<file path="config.mk">
export PLATFORM = sky130hd
export DESIGN_NAME = mem_arbiter
export DESIGN_NICKNAME = d
export VERILOG_FILES = /design/src/rtl/mem_arbiter.sv
export SDC_FILE = /design/constraint.sdc
export NUM_CORES = 1
export LEC_CHECK = 0
export BUFFER_PORTS_ARGS = -buffer_cell sky130_fd_sc_hd__buf_2
export CAP_MARGIN = 20
export CORE_MARGIN = 2
export CORE_UTILIZATION = 48
export DETAILED_ROUTE_END_ITERATION = 10
export PLACE_DENSITY_LB_ADDON = 0.1
export SETUP_SLACK_MARGIN = 0.2
export SYNTH_ARGS = -nofsm -noshare
export SYNTH_HDL_FRONTEND = slang
export SYNTH_SLANG_ARGS = --single-unit
export TNS_END_PERCENT = 30
</file>
<file path="constraint.sdc">
create_clock -name clk -period 4.3 [get_ports clk]
set_clock_uncertainty 0.1 [all_clocks]
set_input_delay 0.43 -clock clk [delete_from_list [all_inputs] [get_ports clk]]
set_output_delay 0.43 -clock clk [all_outputs]
set_load 0.01 [all_outputs]
</file>
<file path="src/rtl/mem_arbiter.sv">
`default_nettype none
// ============================================================================
// Module  : mem_arbiter
// Brief   : Round-robin sharing of one memory port between IFU and LSU,
//           one transaction in flight (arbitrate, request, response, deliver).
// Rev     : 1.0
// ============================================================================
module mem_arbiter #(
    parameter int AW = 32,
    parameter int DW = 32
) (
    input  logic            clk,
    input  logic            rst,
    input  logic            ifu_req_valid,
    output logic            ifu_req_ready,
    input  logic [AW-1:0]   ifu_addr,
    output logic            ifu_rsp_valid,
    input  logic            ifu_rsp_ready,
    input  logic            lsu_req_valid,
    output logic            lsu_req_ready,
    input  logic [AW-1:0]   lsu_addr,
    input  logic            lsu_wen,
    input  logic [DW-1:0]   lsu_wdata,
    input  logic [DW/8-1:0] lsu_wmask,
    output logic            lsu_rsp_valid,
    input  logic            lsu_rsp_ready,
    output logic [DW-1:0]   rsp_rdata,
    output logic            mem_req_valid,
    input  logic            mem_req_ready,
    output logic [AW-1:0]   mem_addr,
    output logic            mem_wen,
    output logic [DW-1:0]   mem_wdata,
    output logic [DW/8-1:0] mem_wmask,
    input  logic            mem_rsp_valid,
    output logic            mem_rsp_ready,
    input  logic [DW-1:0]   mem_rdata
);

    localparam int   MW      = DW / 8;
    localparam logic OWN_IFU = 1'b0;
    localparam logic OWN_LSU = 1'b1;

    typedef enum logic [1:0] {
        S_IDLE = 2'd0,
        S_REQ  = 2'd1,
        S_RSP  = 2'd2,
        S_DLV  = 2'd3
    } state_t;

    state_t          state_q, state_d;
    logic            owner_q, owner_d;
    logic            last_grant_q, last_grant_d;
    logic [AW-1:0]   addr_q, addr_d;
    logic            wen_q, wen_d;
    logic [DW-1:0]   wdata_q, wdata_d;
    logic [MW-1:0]   wmask_q, wmask_d;
    logic [DW-1:0]   rdata_q, rdata_d;
    logic            mem_req_valid_q, mem_req_valid_d;
    logic            mem_rsp_ready_q, mem_rsp_ready_d;
    logic            ifu_rsp_valid_q, ifu_rsp_valid_d;
    logic            lsu_rsp_valid_q, lsu_rsp_valid_d;

    logic            grant_ifu;
    logic            grant_lsu;
    logic            owner_rsp_ready;

    // Grants are combinational; qualifying with rst keeps both ready outputs low while reset is held.
    always_comb begin
        grant_ifu = 1'b0;
        grant_lsu = 1'b0;
        if (rst && (state_q == S_IDLE)) begin
            grant_ifu = ifu_req_valid && (!lsu_req_valid || (last_grant_q == OWN_LSU));
            grant_lsu = lsu_req_valid && (!ifu_req_valid || (last_grant_q == OWN_IFU));
        end
    end

    assign owner_rsp_ready = (owner_q == OWN_LSU) ? lsu_rsp_ready : ifu_rsp_ready;

    always_comb begin
        state_d         = state_q;
        owner_d         = owner_q;
        last_grant_d    = last_grant_q;
        addr_d          = addr_q;
        wen_d           = wen_q;
        wdata_d         = wdata_q;
        wmask_d         = wmask_q;
        rdata_d         = rdata_q;
        mem_req_valid_d = mem_req_valid_q;
        mem_rsp_ready_d = mem_rsp_ready_q;
        ifu_rsp_valid_d = ifu_rsp_valid_q;
        lsu_rsp_valid_d = lsu_rsp_valid_q;
        case (state_q)
            S_IDLE: begin
                if (grant_ifu || grant_lsu) begin
                    state_d         = S_REQ;
                    owner_d         = grant_lsu ? OWN_LSU : OWN_IFU;
                    last_grant_d    = grant_lsu ? OWN_LSU : OWN_IFU;
                    mem_req_valid_d = 1'b1;
                    if (grant_lsu) begin
                        addr_d  = lsu_addr;
                        wen_d   = lsu_wen;
                        wdata_d = lsu_wdata;
                        wmask_d = lsu_wmask;
                    end else begin
                        addr_d  = ifu_addr;
                        wen_d   = 1'b0;
                        wdata_d = '0;
                        wmask_d = '0;
                    end
                end
            end
            S_REQ: begin
                if (mem_req_ready) begin
                    state_d         = S_RSP;
                    mem_req_valid_d = 1'b0;
                    mem_rsp_ready_d = 1'b1;
                end
            end
            S_RSP: begin
                if (mem_rsp_valid) begin
                    state_d         = S_DLV;
                    mem_rsp_ready_d = 1'b0;
                    rdata_d         = mem_rdata;
                    ifu_rsp_valid_d = (owner_q == OWN_IFU);
                    lsu_rsp_valid_d = (owner_q == OWN_LSU);
                end
            end
            S_DLV: begin
                if (owner_rsp_ready) begin
                    state_d         = S_IDLE;
                    ifu_rsp_valid_d = 1'b0;
                    lsu_rsp_valid_d = 1'b0;
                end
            end
            default: state_d = S_IDLE;
        endcase
    end

    always_ff @(posedge clk or negedge rst) begin
        if (!rst) begin
            state_q         <= S_IDLE;
            owner_q         <= OWN_IFU;
            last_grant_q    <= OWN_LSU;
            addr_q          <= '0;
            wen_q           <= 1'b0;
            wdata_q         <= '0;
            wmask_q         <= '0;
            rdata_q         <= '0;
            mem_req_valid_q <= 1'b0;
            mem_rsp_ready_q <= 1'b0;
            ifu_rsp_valid_q <= 1'b0;
            lsu_rsp_valid_q <= 1'b0;
        end else begin
            state_q         <= state_d;
            owner_q         <= owner_d;
            last_grant_q    <= last_grant_d;
            addr_q          <= addr_d;
            wen_q           <= wen_d;
            wdata_q         <= wdata_d;
            wmask_q         <= wmask_d;
            rdata_q         <= rdata_d;
            mem_req_valid_q <= mem_req_valid_d;
            mem_rsp_ready_q <= mem_rsp_ready_d;
            ifu_rsp_valid_q <= ifu_rsp_valid_d;
            lsu_rsp_valid_q <= lsu_rsp_valid_d;
        end
    end

    assign ifu_req_ready = grant_ifu;
    assign lsu_req_ready = grant_lsu;
    assign ifu_rsp_valid = ifu_rsp_valid_q;
    assign lsu_rsp_valid = lsu_rsp_valid_q;
    assign rsp_rdata     = rdata_q;
    assign mem_req_valid = mem_req_valid_q;
    assign mem_addr      = addr_q;
    assign mem_wen       = wen_q;
    assign mem_wdata     = wdata_q;
    assign mem_wmask     = wmask_q;
    assign mem_rsp_ready = mem_rsp_ready_q;

endmodule
`default_nettype wire

</file>
==> results of run 1 <==
==> registers in the layout, summed over array words and instances, names as in the netlist <==
signal	count
ifu_rsp_valid	1
last_grant_q	1
lsu_rsp_valid	1
mem_addr	32
mem_req_valid	1
mem_rsp_ready	1
mem_wdata	32
mem_wen	1
mem_wmask	4
owner_q	1
rsp_rdata	32
state_q	2
==> worst max-delay path: cells and delay by family <==
family                 cells  cell delay (ns)
AND/OR/NAND/NOR            2             0.80
buffers and inverters      3             1.20
==> path summary, 6_finish.rpt <==
kind | to | slack, ns | startpoint | depth (start not counted)
min in group asynchronous | mem_addr[19]$_DFFE_PN0P_ | 0.50 | rst | 2
worst min-delay path | rsp_rdata[26]$_DFFE_PN0P_ | 0.17 | mem_rdata[26] | 2
worst max-delay path | lsu_req_ready | 1.31 | rst | 5
max in group asynchronous | mem_wen$_DFFE_PN0P_ | 2.51 | rst | 4
worst max register to register | mem_wdata[12]$_DFFE_PN0P_ | 1.67 | state_q[0]$_DFFE_PN0P_ | 6
worst min register to register | rsp_rdata[2]$_DFFE_PN0P_ | 0.39 | rsp_rdata[2]$_DFFE_PN0P_ | 1
==> cells by family after synthesis <==
kind of cell,after synthesis,share of synthesized area (%)
flops,109,58.9
mux,37,8.92
simple gates,114,10.7
compound gates,89,15.5
fa+ha+maj,5,1.35
buf+inv,36,4.54
==> timing repair <==
action,CTS,global route
gates resized for setup,0,0
hold buffers,1,0
buffers inserted,0,0
endpoints found under the hold margin,23,0
==> through the flow <==
| step | area [um2] | setup WS [ns] |
|---|---|---|
| 6_report | 6140 | 1.31 |
| 5_1_grt | 6140 | 1.19 |
| 4_1_cts | 6110 | 1.30 |
| 3_5_place_dp | 5890 | 1.67 |
| 3_3_place_gp | 5890 | 1.77 |
| 2_1_floorplan | 4630 | 2.28 |
==> area by class of cell <==
class / count / area (um2)
clock buffers: 9 / 124
flip-flops and latches: 109 / 2730
inverters: 7 / 26.3
multi-input cells: 245 / 1690
fillers: 755 / 3150
well taps: 129 / 161
clock inverters: 7 / 83.8
repair buffers: 255 / 1320
==> layout by cell type (no fill, tap or decap), types with 2 or more instances in the layout <==
master | synthesis | routed
mux2_2 | 5 | 5
inv_1 | 7 | 7
o211ai_1 | 34 | 34
clkbuf_8 | 0 | 9
buf_4 | 0 | 7
nor2b_1 | 2 | 2
buf_2 | 6 | 246
dfrtp_1 | 108 | 108
o22ai_1 | 2 | 2
clkinv_4 | 0 | 3
nand3_1 | 33 | 33
o21ai_0 | 2 | 2
inv_8 | 0 | 2
a22o_1 | 41 | 41
nand2_1 | 70 | 70
ha_1 | 5 | 5
mux2i_1 | 3 | 3
nand2b_1 | 5 | 5
mux2_1 | 29 | 29
==> layer usage <==
metal	GRT usage, %	wire length [um]	vias to the layer above
met1	28.7	4970	1823
met5	0	0	-
met4	9.13	184	0
met3	5.61	1100	14
li1	-	-	1880
met2	35.7	5880	192
==> power by group through the flow <==
stage	registers, mW	logic, mW	clock network (mW)
after floorplan	2.05	0.818	0
final	1.82	1.79	0.638
after detailed placement	1.83	1.81	0
after global placement	1.82	1.76	0
after global routing	1.87	1.97	0.701
after CTS	1.81	1.81	0.656
==> flow_metrics.tcl, run 1 <==
set metrics [dict create \
    syn_nets 536 \
    core_area_um2 9280 \
    slowest_delay_ns 0.58 \
    seq_power_share_pct 42.8 \
    grt_pass1_vias 3587 \
    synth_cell_type_count 32 \
    cts_buffer_depth 2 \
    drive_above_1_share_pct 44.0 \
    hold_slack_ns 0.171 \
    wire_per_inst_um 15.9 \
    status "finished, final reports clean" \
    maxSlewViolCount 0 \
    io_pins 248 \
    first_pass_iters 4 \
    die_x_um 102 \
    viasPerCell 5.14 \
    p_per_area_nw_per_um2 691 \
    cts.clk_slew.worst_paths_ns 0.11 \
    p_clk_share_pct 15.0 \
    combPwrFrac_pct 42.1 \
    die_y_um 102 \
    syn_area_per_cell_um2 11.9 \
    worstSetupStartpointType "input port" \
    hold_viol 0 \
    io_buffers 247 \
    relSlewSlack_pct 35.1 \
    cpMaxStageDelayCell "dlygate4sd3_1" \
    p_sw_mw 1.58 \
    p_leak_nw 3.18 \
    setup_viol 0 \
    wirelength_um 12100 \
    synthTopCellsByArea "dfrtp_1 (58%), a22o_1 (7.8%), mux2_1 (7.1%)" \
    cp_data_required_time_ns 3.77 \
    cts_tree "built" \
    path_max_fanout 36 \
    finalPower_mw 4.24 \
    synth_most_common_cell "dfrtp_1" \
    dieArea_um2 10400 \
    async_reset_ff_share_pct 100 \
    gp_congestion 0.900 \
    vias 3909 \
    period_share_pct 69.4 \
    drtIter0Drc 134 \
    yosysSeqAreaShare_pct 58.9 \
    peakVddDrop_mv 0.284 \
    grt_start_max_net_pins 86 \
    overflow 0 \
    worstPathArrival_ns 2.46 \
    grt_pass1_wl_um 17800 \
    yosysWarnings 0 \
    ys.flop_type "dfrtp_1" \
    netlist_top_cells_count "dfrtp_1 (108), nand2_1 (70), a22o_1 (41)" \
    instances_no_fill 761 \
    switching_share_pct 37.4 \
    holdCritPathClass "in2reg" \
    nets 773 \
    clk_latency_ns 0.36 \
    post-route-util_pct 66.1 \
    max_cap_viol_count 0 \
    yosysTopAreaCellShare_pct 58.4 \
    yosysTopAreaCell "dfrtp_1" \
    start_util_pct 49.9 \
    clock_sinks 109 \
    cts-root-buf "clkbuf_8" \
    rsz0062_at_grt "no" \
    fmax_ghz 0.335 \
    setup_tns_ns 0 \
    cts_htree_levels 3 \
    ys_ff_latch 109 \
    area_growth_pct 32.6 \
    cts_made_buffers 9 \
    syn_area_um2 4630 \
    ant_nets 0 \
    min_period_ns 2.99 \
    synth_edf_count 0 \
    diodes 0 \
    placed_cells 743 \
    post-route-drc-count 0 \
    antenna_found_initial 0 \
    grt_util_all_layers_pct 22.1 \
    path_cells "dlygate4sd3_1 -> buf_4 -> and3_1 -> and2_2 -> buf_2" \
    worstSetupPathType "in2out" \
    cp-end-kind "primary output" \
    cell_internal_pwr_mw 2.66 \
    hpwl_um 8840 \
    worst_pin_slew_ns 0.973 \
    row_count 35 \
    postSynthCellCount 390 \
]
Note: power is estimated with default switching activity, not from simulation.
==> inputs of run 2 (changes only) <==
CORE_UTILIZATION = 45   (was 48)
clock period = 2.9 ns   (was 4.3 ns; I/O delays follow)
==> run 2 against run 1 <==
Net effect: design area rose by 0.14%; non-clock buffer count up 3; largest cell class unchanged; power is 48% higher; via count is 2.6% higher; count of clock-buffer cells in the layout grew 2; highest routed layer unchanged; core utilization fell by 5.5 points; critical endpoint unchanged.
==> flow_metrics.tcl, run 2 (synthesis gave the netlist of run 1 again) <==
set metrics [dict create \
    placed_cells 754 \
    layout_setup_ws_ns 0.399 \
    seq_power_share_pct 42.8 \
    post-route-drc-count 0 \
    path_max_fanout 17 \
    fillCellCount 866 \
    rsz0062_at_grt "no" \
    cts.clk_slew.worst_paths_ns 0.11 \
    cp_data_required_time_ns 2.51 \
    combPwrFrac_pct 42.8 \
    hpwl_um 9190 \
    worstSetupPathType "reg2out" \
    min_period_ns 2.50 \
    die_y_um 105 \
    holdCritPathClass "in2reg" \
    cts_tree "built" \
    p_per_area_nw_per_um2 1020 \
    hold_viol 0 \
    wirelength_um 12500 \
    p_leak_nw 3.17 \
    finalPower_mw 6.27 \
    antenna_found_initial 0 \
    diodes 0 \
    vias 4009 \
    drive_above_1_share_pct 44.3 \
    slowest_delay_ns 0.43 \
    grt_pass1_wl_um 20000 \
    wire_per_inst_um 16.2 \
    final_cell_mix "buf_2 (246), dfrtp_1 (108), nand2_1 (70), a22o_1 (41), o211ai_1 (34)" \
    worstSetupStartpointType "register" \
    reg2reg_setup_slack_ns 0.62 \
    cpMaxStageDelayCell "dfrtp_1" \
    nets 776 \
    p_sw_mw 2.37 \
    worstPathArrival_ns 2.11 \
    period_share_pct 86.3 \
    die_x_um 105 \
    instances_no_fill 771 \
    grt_pass1_vias 3907 \
    overflow 0 \
    cts_made_buffers 9 \
    peakVddDrop_mv 0.400 \
    fmax_ghz 0.400 \
    io_buffers 247 \
    cell_internal_pwr_mw 3.91 \
    first_pass_iters 6 \
    relSlewSlack_pct 49.0 \
    setup_tns_ns 0 \
    p_clk_share_pct 14.4 \
    grt_util_all_layers_pct 22.7 \
    cts-root-buf "clkbuf_8" \
    pre_cts_slack_ns 0.619 \
    clock_sinks 109 \
    setup_viol 0 \
    final_common_cell "buf_2" \
    path_cells "inv_1 -> ha_1 -> and3_1 -> and2_2 -> buf_2" \
    cts_buffer_depth 2 \
    ant_nets 0 \
    drtIter0Drc 255 \
    maxSlewViolCount 0 \
    cp-end-kind "primary output" \
    gp_congestion 0.851 \
    status "finished, final reports clean" \
    grt_start_max_net_pins 53 \
    io_pins 248 \
    hold_slack_ns 0.0243 \
    post-cts-setup-buffers 0 \
    area_growth_pct 32.7 \
    cts_htree_levels 3 \
    viasPerCell 5.20 \
    switching_share_pct 37.7 \
    worst_pin_slew_ns 0.762 \
    core_area_um2 10100 \
    max_cap_viol_count 0 \
    dieArea_um2 11100 \
    clk_latency_ns 0.37 \
    row_count 37 \
    start_util_pct 45.7 \
]
run 2: critical path, delay by kind of cell, from the launching register on:
family | cells | cell delay (ns)
fa+ha+maj | 1 | 0.35
buf+inv | 2 | 0.36
flops | 1 | 0.43
simple gates | 2 | 0.60
run 2: path summary, 6_finish.rpt:
kind | to | depth (start not counted) | from
max in group asynchronous | rsp_rdata[7]$_DFFE_PN0P_ | 4 | rst
setup / recovery | lsu_req_ready | 5 | state_q[1]$_DFFE_PN0P_
hold reg to reg | rsp_rdata[19]$_DFFE_PN0P_ | 1 | rsp_rdata[19]$_DFFE_PN0P_
min in group asynchronous | mem_addr[4]$_DFFE_PN0P_ | 2 | rst
hold / removal | rsp_rdata[22]$_DFFE_PN0P_ | 2 | mem_rdata[22]
setup reg to reg | mem_addr[0]$_DFFE_PN0P_ | 6 | state_q[1]$_DFFE_PN0P_
run 2: timing repair:
item / CTS / global route
resized for setup: 0 / 0
hold buffers: 1 / 0
hold endpoints to repair: 17 / 0
run 2: final cells by class:
| cell class | count | area, um2 | share of cell area [%] |
|---|---|---|---|
| inverters | 7 | 26.3 | 0.427 |
| well taps | 136 | 170 | 2.77 |
| clock inverters | 5 | 41.3 | 0.672 |
| flip-flops and latches | 109 | 2730 | 44.4 |
| clock buffers | 11 | 151 | 2.46 |
| repair buffers | 258 | 1340 | 21.7 |
| multi-input cells | 245 | 1690 | 27.5 |
run 2: metal layers:
layer  global-route usage (%)  up-vias  share of wire, %
met5                        0        -                 0
met4                     8.95        0               2.4
met3                     4.89       23               7.4
met2                     36.2      174                47
met1                     30.2     1933                44
li1                         -     1879                 -
run 2: metrics by stage:
step,utilization [%],instance area (um2)
2_1_floorplan,-,4630
3_5_place_dp,58.6,5940
4_1_cts,60.6,6150
3_3_place_gp,58.6,5940
6_report,60.6,6150
5_1_grt,60.6,6150
run 2: power by group through the flow:
| stage | Sequential, mW | Combinational [mW] | Clock, mW |
|---|---|---|---|
| finish | 2.68 | 2.69 | 0.901 |
| global route | 2.78 | 2.95 | 0.986 |
| global placement | 2.68 | 2.66 | 0 |
| floorplan | 3.04 | 1.21 | 0 |
| CTS | 2.68 | 2.73 | 0.928 |
| detailed placement | 2.70 | 2.72 | 0 |
